<file path="config.mk">
export PLATFORM = sky130hd
export DESIGN_NAME = multicycle_ctrl
export DESIGN_NICKNAME = d
export VERILOG_FILES = /design/src/rtl/multicycle_ctrl_pkg.sv /design/src/rtl/multicycle_ctrl_decode.sv /design/src/rtl/multicycle_ctrl.sv
export SDC_FILE = /design/constraint.sdc
export NUM_CORES = 1
export LEC_CHECK = 0
export CAP_MARGIN = 20
export CORE_MARGIN = 1.5
export CORE_UTILIZATION = 40
export CTS_CLUSTER_DIAMETER = 200
export CTS_CLUSTER_SIZE = 10
export DETAILED_ROUTE_END_ITERATION = 16
export PLACE_DENSITY = 0.65
export SLEW_MARGIN = 20
export SYNTH_ARGS = -nofsm -noshare
export SYNTH_HDL_FRONTEND = slang
export SYNTH_HIERARCHICAL = 1
export SYNTH_SLANG_ARGS = --single-unit
</file>
<file path="constraint.sdc">
create_clock -name Clk -period 2.4 [get_ports Clk]
set_input_delay 0.36 -clock Clk [delete_from_list [all_inputs] [get_ports Clk]]
set_output_delay 0.36 -clock Clk [all_outputs]
set_load 0.02 [all_outputs]
</file>
<file path="src/rtl/multicycle_ctrl_pkg.sv">
// Shared definitions for the multicycle controller: opcode map, register-file
// load-source encodings and the sequencer state type.
package multicycle_ctrl_pkg;

    localparam logic [3:0] kADD  = 4'b0000;
    localparam logic [3:0] kSUB  = 4'b0001;
    localparam logic [3:0] kAND  = 4'b0010;
    localparam logic [3:0] kOR   = 4'b0011;
    localparam logic [3:0] kXOR  = 4'b0100;
    localparam logic [3:0] kSLL  = 4'b0101;
    localparam logic [3:0] kSRL  = 4'b0110;
    localparam logic [3:0] kMOV  = 4'b0111;
    localparam logic [3:0] kLDI  = 4'b1000;
    localparam logic [3:0] kLDR  = 4'b1001;
    localparam logic [3:0] kSTR  = 4'b1010;
    localparam logic [3:0] kBRZ  = 4'b1011;
    localparam logic [3:0] kNOP  = 4'b1100;
    localparam logic [3:0] kINC  = 4'b1101;
    localparam logic [3:0] kDEC  = 4'b1110;
    // A real halt is the whole instruction word set to ones; this is its opcode field.
    localparam logic [3:0] kHALT = 4'b1111;

    localparam logic [1:0] kLT_IMM = 2'b00;
    localparam logic [1:0] kLT_MEM = 2'b01;
    localparam logic [1:0] kLT_ALU = 2'b10;

    typedef enum logic [2:0] {
        S_IDLE,
        S_FETCH,
        S_DECODE,
        S_EXEC,
        S_MEM,
        S_WB,
        S_HALT,
        S_ERR
    } state_e;

endpackage

</file>
<file path="src/rtl/multicycle_ctrl_decode.sv">
// Combinational instruction classifier: maps the latched instruction word onto
// the class flags the sequencer branches on.
module ctrl_decode #(
    parameter int IW  = 9,
    parameter int OPW = 4
) (
    input  logic [IW-1:0] instr,
    output logic          is_wb,
    output logic          is_ld,
    output logic          is_st,
    output logic          is_br,
    output logic          is_ldi,
    output logic          is_halt
);
    import multicycle_ctrl_pkg::*;

    logic [OPW-1:0] op;
    logic           is_nop;
    logic           is_halt_op;

    assign op = instr[IW-1 -: OPW];

    always_comb begin
        is_halt    = &instr;
        is_ld      = (op == OPW'(kLDR));
        is_st      = (op == OPW'(kSTR));
        is_br      = (op == OPW'(kBRZ));
        is_ldi     = (op == OPW'(kLDI));
        is_nop     = (op == OPW'(kNOP));
        // The halt opcode never writes back, even when the operand bits are not all ones.
        is_halt_op = (op == OPW'(kHALT));
        is_wb      = !(is_st || is_br || is_nop || is_halt_op);
    end

endmodule

</file>
<file path="src/rtl/multicycle_ctrl.sv">
// Multicycle instruction sequencer for the 3BC processor: FETCH/DECODE/EXEC/MEM/WB
// with a variable-latency memory handshake, sticky halt/error and a retire counter.
module multicycle_ctrl #(
    parameter int IW       = 9,
    parameter int OPW      = 4,
    parameter int WAIT_MAX = 8,
    parameter int CNT_W    = 16
) (
    input  logic             Clk,
    input  logic             Reset,
    input  logic             Start,
    input  logic [IW-1:0]    Instruction,
    input  logic             Zero,
    input  logic             MemReady,
    output logic             PcEn,
    output logic             Jump,
    output logic             RegWrEn,
    output logic [1:0]       RegLoadType,
    output logic             MemRdEn,
    output logic             StoreInst,
    output logic             Ack,
    output logic             Err,
    output logic [CNT_W-1:0] InstrCount
);
    import multicycle_ctrl_pkg::*;

    localparam int WC_W = $clog2(WAIT_MAX + 1);

    state_e            state_q, state_d;
    logic [IW-1:0]     ir_q, ir_d;
    logic [WC_W-1:0]   wait_q, wait_d;
    logic [CNT_W-1:0]  cnt_q, cnt_d;
    logic              retire;

    logic is_wb, is_ld, is_st, is_br, is_ldi, is_halt;

    ctrl_decode #(
        .IW  (IW),
        .OPW (OPW)
    ) u_decode (
        .instr   (ir_q),
        .is_wb   (is_wb),
        .is_ld   (is_ld),
        .is_st   (is_st),
        .is_br   (is_br),
        .is_ldi  (is_ldi),
        .is_halt (is_halt)
    );

    always_ff @(posedge Clk) begin
        if (Reset) begin
            state_q <= S_IDLE;
            ir_q    <= '0;
            wait_q  <= '0;
            cnt_q   <= '0;
        end else begin
            state_q <= state_d;
            ir_q    <= ir_d;
            wait_q  <= wait_d;
            cnt_q   <= cnt_d;
        end
    end

    always_comb begin
        state_d     = state_q;
        ir_d        = ir_q;
        wait_d      = wait_q;
        PcEn        = 1'b0;
        Jump        = 1'b0;
        RegWrEn     = 1'b0;
        RegLoadType = kLT_ALU;
        MemRdEn     = 1'b0;
        StoreInst   = 1'b0;
        Ack         = 1'b0;
        Err         = 1'b0;
        retire      = 1'b0;

        case (state_q)
            S_IDLE: begin
                if (Start) state_d = S_FETCH;
            end
            S_FETCH: begin
                ir_d    = Instruction;
                state_d = S_DECODE;
            end
            S_DECODE: begin
                if (is_halt) begin
                    state_d = S_HALT;
                    retire  = 1'b1;
                end else if (is_ld || is_st) begin
                    state_d = S_MEM;
                    wait_d  = '0;
                end else begin
                    state_d = S_EXEC;
                end
            end
            S_EXEC: begin
                PcEn        = 1'b1;
                RegWrEn     = is_wb;
                RegLoadType = is_ldi ? kLT_IMM : kLT_ALU;
                Jump        = is_br && Zero;
                state_d     = S_FETCH;
            end
            S_MEM: begin
                MemRdEn   = is_ld;
                StoreInst = is_st;
                if (MemReady) begin
                    // Stores retire in the handshake cycle; loads still need a writeback.
                    if (is_st) begin
                        PcEn    = 1'b1;
                        state_d = S_FETCH;
                    end else begin
                        state_d = S_WB;
                    end
                end else begin
                    wait_d = wait_q + 1'b1;
                    if (wait_q == WC_W'(WAIT_MAX - 1)) state_d = S_ERR;
                end
            end
            S_WB: begin
                RegWrEn     = 1'b1;
                RegLoadType = kLT_MEM;
                PcEn        = 1'b1;
                state_d     = S_FETCH;
            end
            S_HALT: begin
                Ack = 1'b1;
            end
            S_ERR: begin
                Err = 1'b1;
            end
            default: begin
                state_d = S_IDLE;
            end
        endcase

        if (PcEn) retire = 1'b1;
        cnt_d = (retire && !(&cnt_q)) ? cnt_q + 1'b1 : cnt_q;
    end

    assign InstrCount = cnt_q;

endmodule

</file>
## After elaboration in Yosys (flattened, before gate mapping)

Cells that the tools add are included.

- Register bits: 32
- Output and inout bits: 25
- Logic and storage cells: 66

- Reductions and logical operators: 16
- $add $sub $neg: 2
- Equal/unequal tests: 19
- Multiplexer cells: 25

Operators with widths:

| kind | number |
|---|---|
| equality test 4 bit, second input constant | 6 |
| 2-to-1 mux 3 bit | 6 |
| adder 16 x 1 -> 16 bit, second input constant | 1 |
| AND reduction 16 bit | 1 |
| case mux 3 bit (5 select lines) | 1 |
| equality test 3 bit, second input constant | 4 |
| 2-to-1 mux 4 bit | 3 |
| 2-to-1 mux 1 bit | 10 |
| AND reduction 9 bit | 1 |
| inequality test 2 bit, second input constant | 4 |
| case mux 4 bit (2 select lines) | 1 |
| equality test 3 x 2 -> 1 bit, second input constant | 2 |
| nonzero test 5 bit | 1 |
| adder 4 x 1 -> 4 bit, second input constant | 1 |
| equality test 4 x 3 -> 1 bit, second input constant | 1 |
| logical OR 1 bit | 4 |
| case mux 1 bit (2 select lines) | 2 |
| case mux 2 bit (2 select lines) | 1 |
| AND reduction 4 bit | 1 |
| equality test 3 x 1 -> 1 bit, second input constant | 1 |
| logical NOT 3 bit | 1 |
| inequality test 3 bit, second input constant | 1 |
| AND reduction 3 bit | 1 |
| logical AND 1 bit | 2 |
| other kinds (4) | 5 |

## Longest topological paths before layout

Gate-level depths: netlist of the first run.

- Word-level depth: 6
- Gate-level depth with buffers: 7
- Depth with buffers taken out: 6

## Hierarchy

Netlist of the first run, hierarchy kept.

By module, submodules not included:

| module | cells an instance | area each (µm²) | instances |
|---|---|---|---|
| multicycle_ctrl | 202 | 1720.4 | 1 |
| ctrl_decode | 12 | 76.3 | 1 |

## Worst setup path after synthesis of the first run

Ideal clock, no wire load.

- Path type: flip-flop to flip-flop
- From: register ir_q[7]
- To: register cnt_q[15], in the netlist InstrCount[15]
- Arrival time: 1.990 ns
- Setup time: 0.121 ns
- Path buffers: 1
- Slack: 0.289 ns
- Cell stages (with the launch flop): 8
- Data required time: 2.279 ns
- Path through: dfxtp_1 > nand2b_4 > nor3b_1 > a21oi_2 > o22a_4 > buf_6 > nor4_1 > mux2_2

- Cells in the longest elaborated chain, start to end: 6

RTL lines:

| what | RTL line | RTL |
|---|---|---|
| start: declaration | multicycle_ctrl.sv:30 | `logic [IW-1:0] ir_q, ir_d;` |
| start signal: assignment | multicycle_ctrl.sv:58 | `ir_q <= ir_d;` |
| equality test 4 bit | multicycle_ctrl_decode.sv:26 | `is_st = (op == OPW'(kSTR));` |
| named net is_st | multicycle_ctrl.sv:35 | `logic is_wb, is_ld, is_st, is_br, is_ldi, is_halt;` |
| 2-to-1 mux 1 bit | multicycle_ctrl.sv:109 | `if (is_st) begin` |
| 2-to-1 mux 1 bit | multicycle_ctrl.sv:107 | `if (MemReady) begin` |
| case mux 1 bit (2 select lines) | multicycle_ctrl.sv:78 | `case (state_q)` |
| 2-to-1 mux 1 bit | multicycle_ctrl.sv:137 | `if (PcEn) retire = 1'b1;` |
| logical AND 1 bit | multicycle_ctrl.sv:138 | `cnt_d = (retire && !(&cnt_q)) ? cnt_q + 1'b1 : cnt_q;` |
| end signal: assignment | multicycle_ctrl.sv:60 | `cnt_q <= cnt_d;` |
| end: declaration | multicycle_ctrl.sv:32 | `logic [CNT_W-1:0] cnt_q, cnt_d;` |

The timed path passes the listed nets, and every way through them passes these cells.
A chain may end at the register's enable or synchronous reset.

## Worst setup path in the final report of the first run

- From: register state_q[2]
- To: output MemRdEn

- Cells in the longest elaborated chain, start to end: 2

RTL lines:

| what | RTL line | RTL |
|---|---|---|
| start: declaration | multicycle_ctrl.sv:29 | `state_e state_q, state_d;` |
| start signal: assignment | multicycle_ctrl.sv:57 | `state_q <= state_d;` |
| equality test 3 bit | multicycle_ctrl.sv:78 |  |
| 2-to-1 mux 1 bit | multicycle_ctrl.sv:78 |  |
| end: declaration | multicycle_ctrl.sv:19 | `output logic MemRdEn,` |

Every way passes these cells.

==> impl_metrics.env, run 1 <==
export IMPL_coreArea_um2=4320
export IMPL_cts_tree="built"
export IMPL_antenna_found_initial=0
export IMPL_worst_path_max_fanout=8
export IMPL_syn_avg_cell_area_um2=8.40
export IMPL_htree_levels=2
export IMPL_slowest_delay_ns=0.62
export IMPL_cts_max_path_buffers=2
export IMPL_cts_buffers=5
export IMPL_synth_xor_area_share_pct=0.487
export IMPL_r2r_end="InstrCount[11]"
export IMPL_synth_ff_type="dfxtp_1"
export IMPL_synth_top_area_share_pct=35.7
export IMPL_postCtsHoldBufs=0
export IMPL_drc=0
export IMPL_crit_required_ns=2.04
export IMPL_synthSimpleGateAreaFrac_pct=33.4
export IMPL_period_minus_slack_ns=2.27
export IMPL_via_per_inst=5.52
export IMPL_yosys_top_cells_area="dfxtp_1, nor2_1, mux2i_1, mux2_2, a21oi_1"
export IMPL_netlist_instances=214
export IMPL_max_slew_worst_pin_slew_ns=0.764
export IMPL_wirelength_mm=4.04
export IMPL_synth_seq_cells=32
export IMPL_rsz0062_at_grt="false"
export IMPL_drt_iter0_markers=119
export IMPL_avgRoutedWirePerCell_um=13.2
export IMPL_synth_area_mux_share_pct=10.0
export IMPL_die_y_um=70.0
export IMPL_synth_edf_count=0
export IMPL_arrival_ns=1.91
export IMPL_worstHoldPathCells=2
export IMPL_first_pass_iters=4
export IMPL_crit_reg2reg_launch="ir_q[8]"
export IMPL_hold_path_class="reg2reg"
export IMPL_start_util_pct=41.6
export IMPL_maxSlewHeadroom_pct=48.9
export IMPL_grtUsageTotal_pct=17.2
export IMPL_synth_adder_area_share_pct=1.39
export IMPL_die_w_um=70.0
export IMPL_drive_above_1_share_pct=12.5
export IMPL_syn_nets=230
export IMPL_status="finished, final reports clean"
export IMPL_hpwl_mm=2.97
export IMPL_ys_types=44
export IMPL_place_inst=300
export IMPL_drv_slew=0
export IMPL_async_flop_share_pct=0
export IMPL_clock_latency_ns=0.28
export IMPL_leakagePower_nw=0.824
export IMPL_synth_top_area_cell="dfxtp_1"
export IMPL_cp_end_kind="output port"
export IMPL_start_kind="flip-flop"
export IMPL_max_freq_ghz=0.440
export IMPL_cp_slowest_cell="clkdlybuf4s50_1"
export IMPL_mostFrequentLayoutCell="clkdlybuf4s50_1"
export IMPL_syn_area_um2=1800
export IMPL_cap_violations=0
export IMPL_vias=1695
export IMPL_finalCritPeriodShare_pct=94.7
export IMPL_rr_worst_depth=7
export IMPL_rows=24
export IMPL_syn_to_final_growth_pct=31.0
export IMPL_ir_drop_mv=0.278
export IMPL_worst_setup_path_type="reg2out"
export IMPL_clock_sinks=32
export IMPL_io_buffers=38
export IMPL_post_cts_buffers=0
export IMPL_r2r_slack_ns=0.31
export IMPL_cts_resized=0
export IMPL_worst_clock_skew_ns=0.00265
export IMPL_root_buffer="clkbuf_8"
export IMPL_synth_top_family_by_area="simple AND/OR/NAND/NOR gates"
export IMPL_hold_violations=0
export IMPL_ant_nets=0
export IMPL_power_density_nw_per_um2=494
export IMPL_clk_pin_slew_ns=0.06
export IMPL_gp_congestion=0.828
export IMPL_path_cells="or3b_4 -> nor2_1 -> clkdlybuf4s50_1"
export IMPL_finalSetupTns_ns=0
export IMPL_hold_end="wait_q[3]"
export IMPL_layout_cells_non_filler=307
export IMPL_ys_seq_area_share_pct=35.7
export IMPL_fin_util_pct=54.4
export IMPL_grt_pass1_wl_mm=6.99
export IMPL_grt_overflow_total=0
export IMPL_insertedDiodeCount=0
export IMPL_fin_nets=271
export IMPL_layout_common_cells="clkdlybuf4s50_1, dfxtp_1, nor2_1, a21oi_1, nand3_1"
export IMPL_yosys_warnings=6
export IMPL_grt_pass1_vias=1574
export IMPL_ios=39
export IMPL_dieArea_um2=4900
export IMPL_finalSetupViolCount=0
export IMPL_hp_start="wait_q[3]"
export IMPL_synth_compound_area_share_pct=14.5
export IMPL_grt_max_degree=25
layout make-up:
class | count | area [µm²]
inverter | 5 | 18.8
clock buffer | 7 | 96.3
sequential | 32 | 642
multi-input combinational | 165 | 1090
tap | 52 | 65.1
timing repair buffer | 46 | 445
fill | 436 | 1970
synthesized netlist by cell type, types with 2 or more instances:
cell / n
dfxtp_1: 32
nor2_1: 27
a21oi_1: 15
nand3_1: 10
nor3_1: 10
mux2i_1: 9
nor2b_1: 9
mux2_2: 8
nand2_1: 8
o21ai_0: 8
nand4_1: 7
clkbuf_1: 6
o31ai_1: 6
or4_1: 6
inv_1: 5
nor3b_1: 4
or3_1: 4
and3_1: 3
nand2b_1: 3
nor4_1: 3
and4_1: 2
buf_2: 2
buf_6: 2
ha_1: 2
nand3b_1: 2
o2111ai_1: 2
or4b_1: 2
per-stage QoR:
step	setup WS [ns]	instance area [µm²]	power (mW)	hold slack, ns
3_5_place_dp	0.291	2240	0.727	0.480
6_report	0.127	2350	1.16	0.487
5_1_grt	0.00356	2350	1.21	0.526
4_1_cts	0.0384	2340	1.17	0.486
2_1_floorplan	0.289	1800	0.676	0.451
3_3_place_gp	0.302	2240	0.726	0.472
worst max-delay path by stage:
stage / start / to
after floorplan: ir_q[7] / InstrCount[15]
after global placement: MemReady / InstrCount[11]
after detailed placement: MemReady / InstrCount[11]
after CTS: ir_q[8] / PcEn
after global routing: state_q[2] / RegLoadType[1]
final: state_q[2] / MemRdEn
critical path: cells and delay by family, from the launching register on:
kind                   cells  cell delay (ns)
AND/OR/NAND/NOR            2             0.58
flip-flops                 1             0.44
buffers and inverters      1             0.62
sequential cells by signal, summed over array words and instances, names as in the netlist:
register and cells:
wait_q 4, InstrCount 16, state_q 3, ir_q 9
logic make-up (layout without fill, tap and decap cells):
group                      after synthesis  count (layout)
xor gates and xnor gates                 1               1
adders and majority gates                2               2
DFF                                     32              32
muxes                                   17              17
AOI/OAI and AO/OA                       40              40
buffers and inverters                   17              58
and+or+nand+nor                        105             105
where the power goes:
| group | leakage [nW] | total (mW) | internal [mW] | switching, mW |
|---|---|---|---|---|
| clock network | 0.0503 | 0.446 | 0.255 | 0.190 |
| registers | 0.260 | 0.574 | 0.550 | 0.0245 |
| logic | 0.514 | 0.142 | 0.0722 | 0.0701 |
| total | 0.824 | 1.16 | 0.877 | 0.285 |
per-layer routing:
metal	vias up	part of all wire [%]	track usage [%]
met5	-	0	0
met4	0	1.0	5.77
met3	5	3.9	4.04
met2	30	44	26.3
met1	784	51	23.9
li1	876	-	-
(Power assumes the default switching activity.)
==> run 2, diff against run 1 <==
Settings changed: SKIP_CTS_REPAIR_TIMING set to 1.
==> results of run 2 <==
The final DEF is identical to that of run 1; final timing and power are the same.
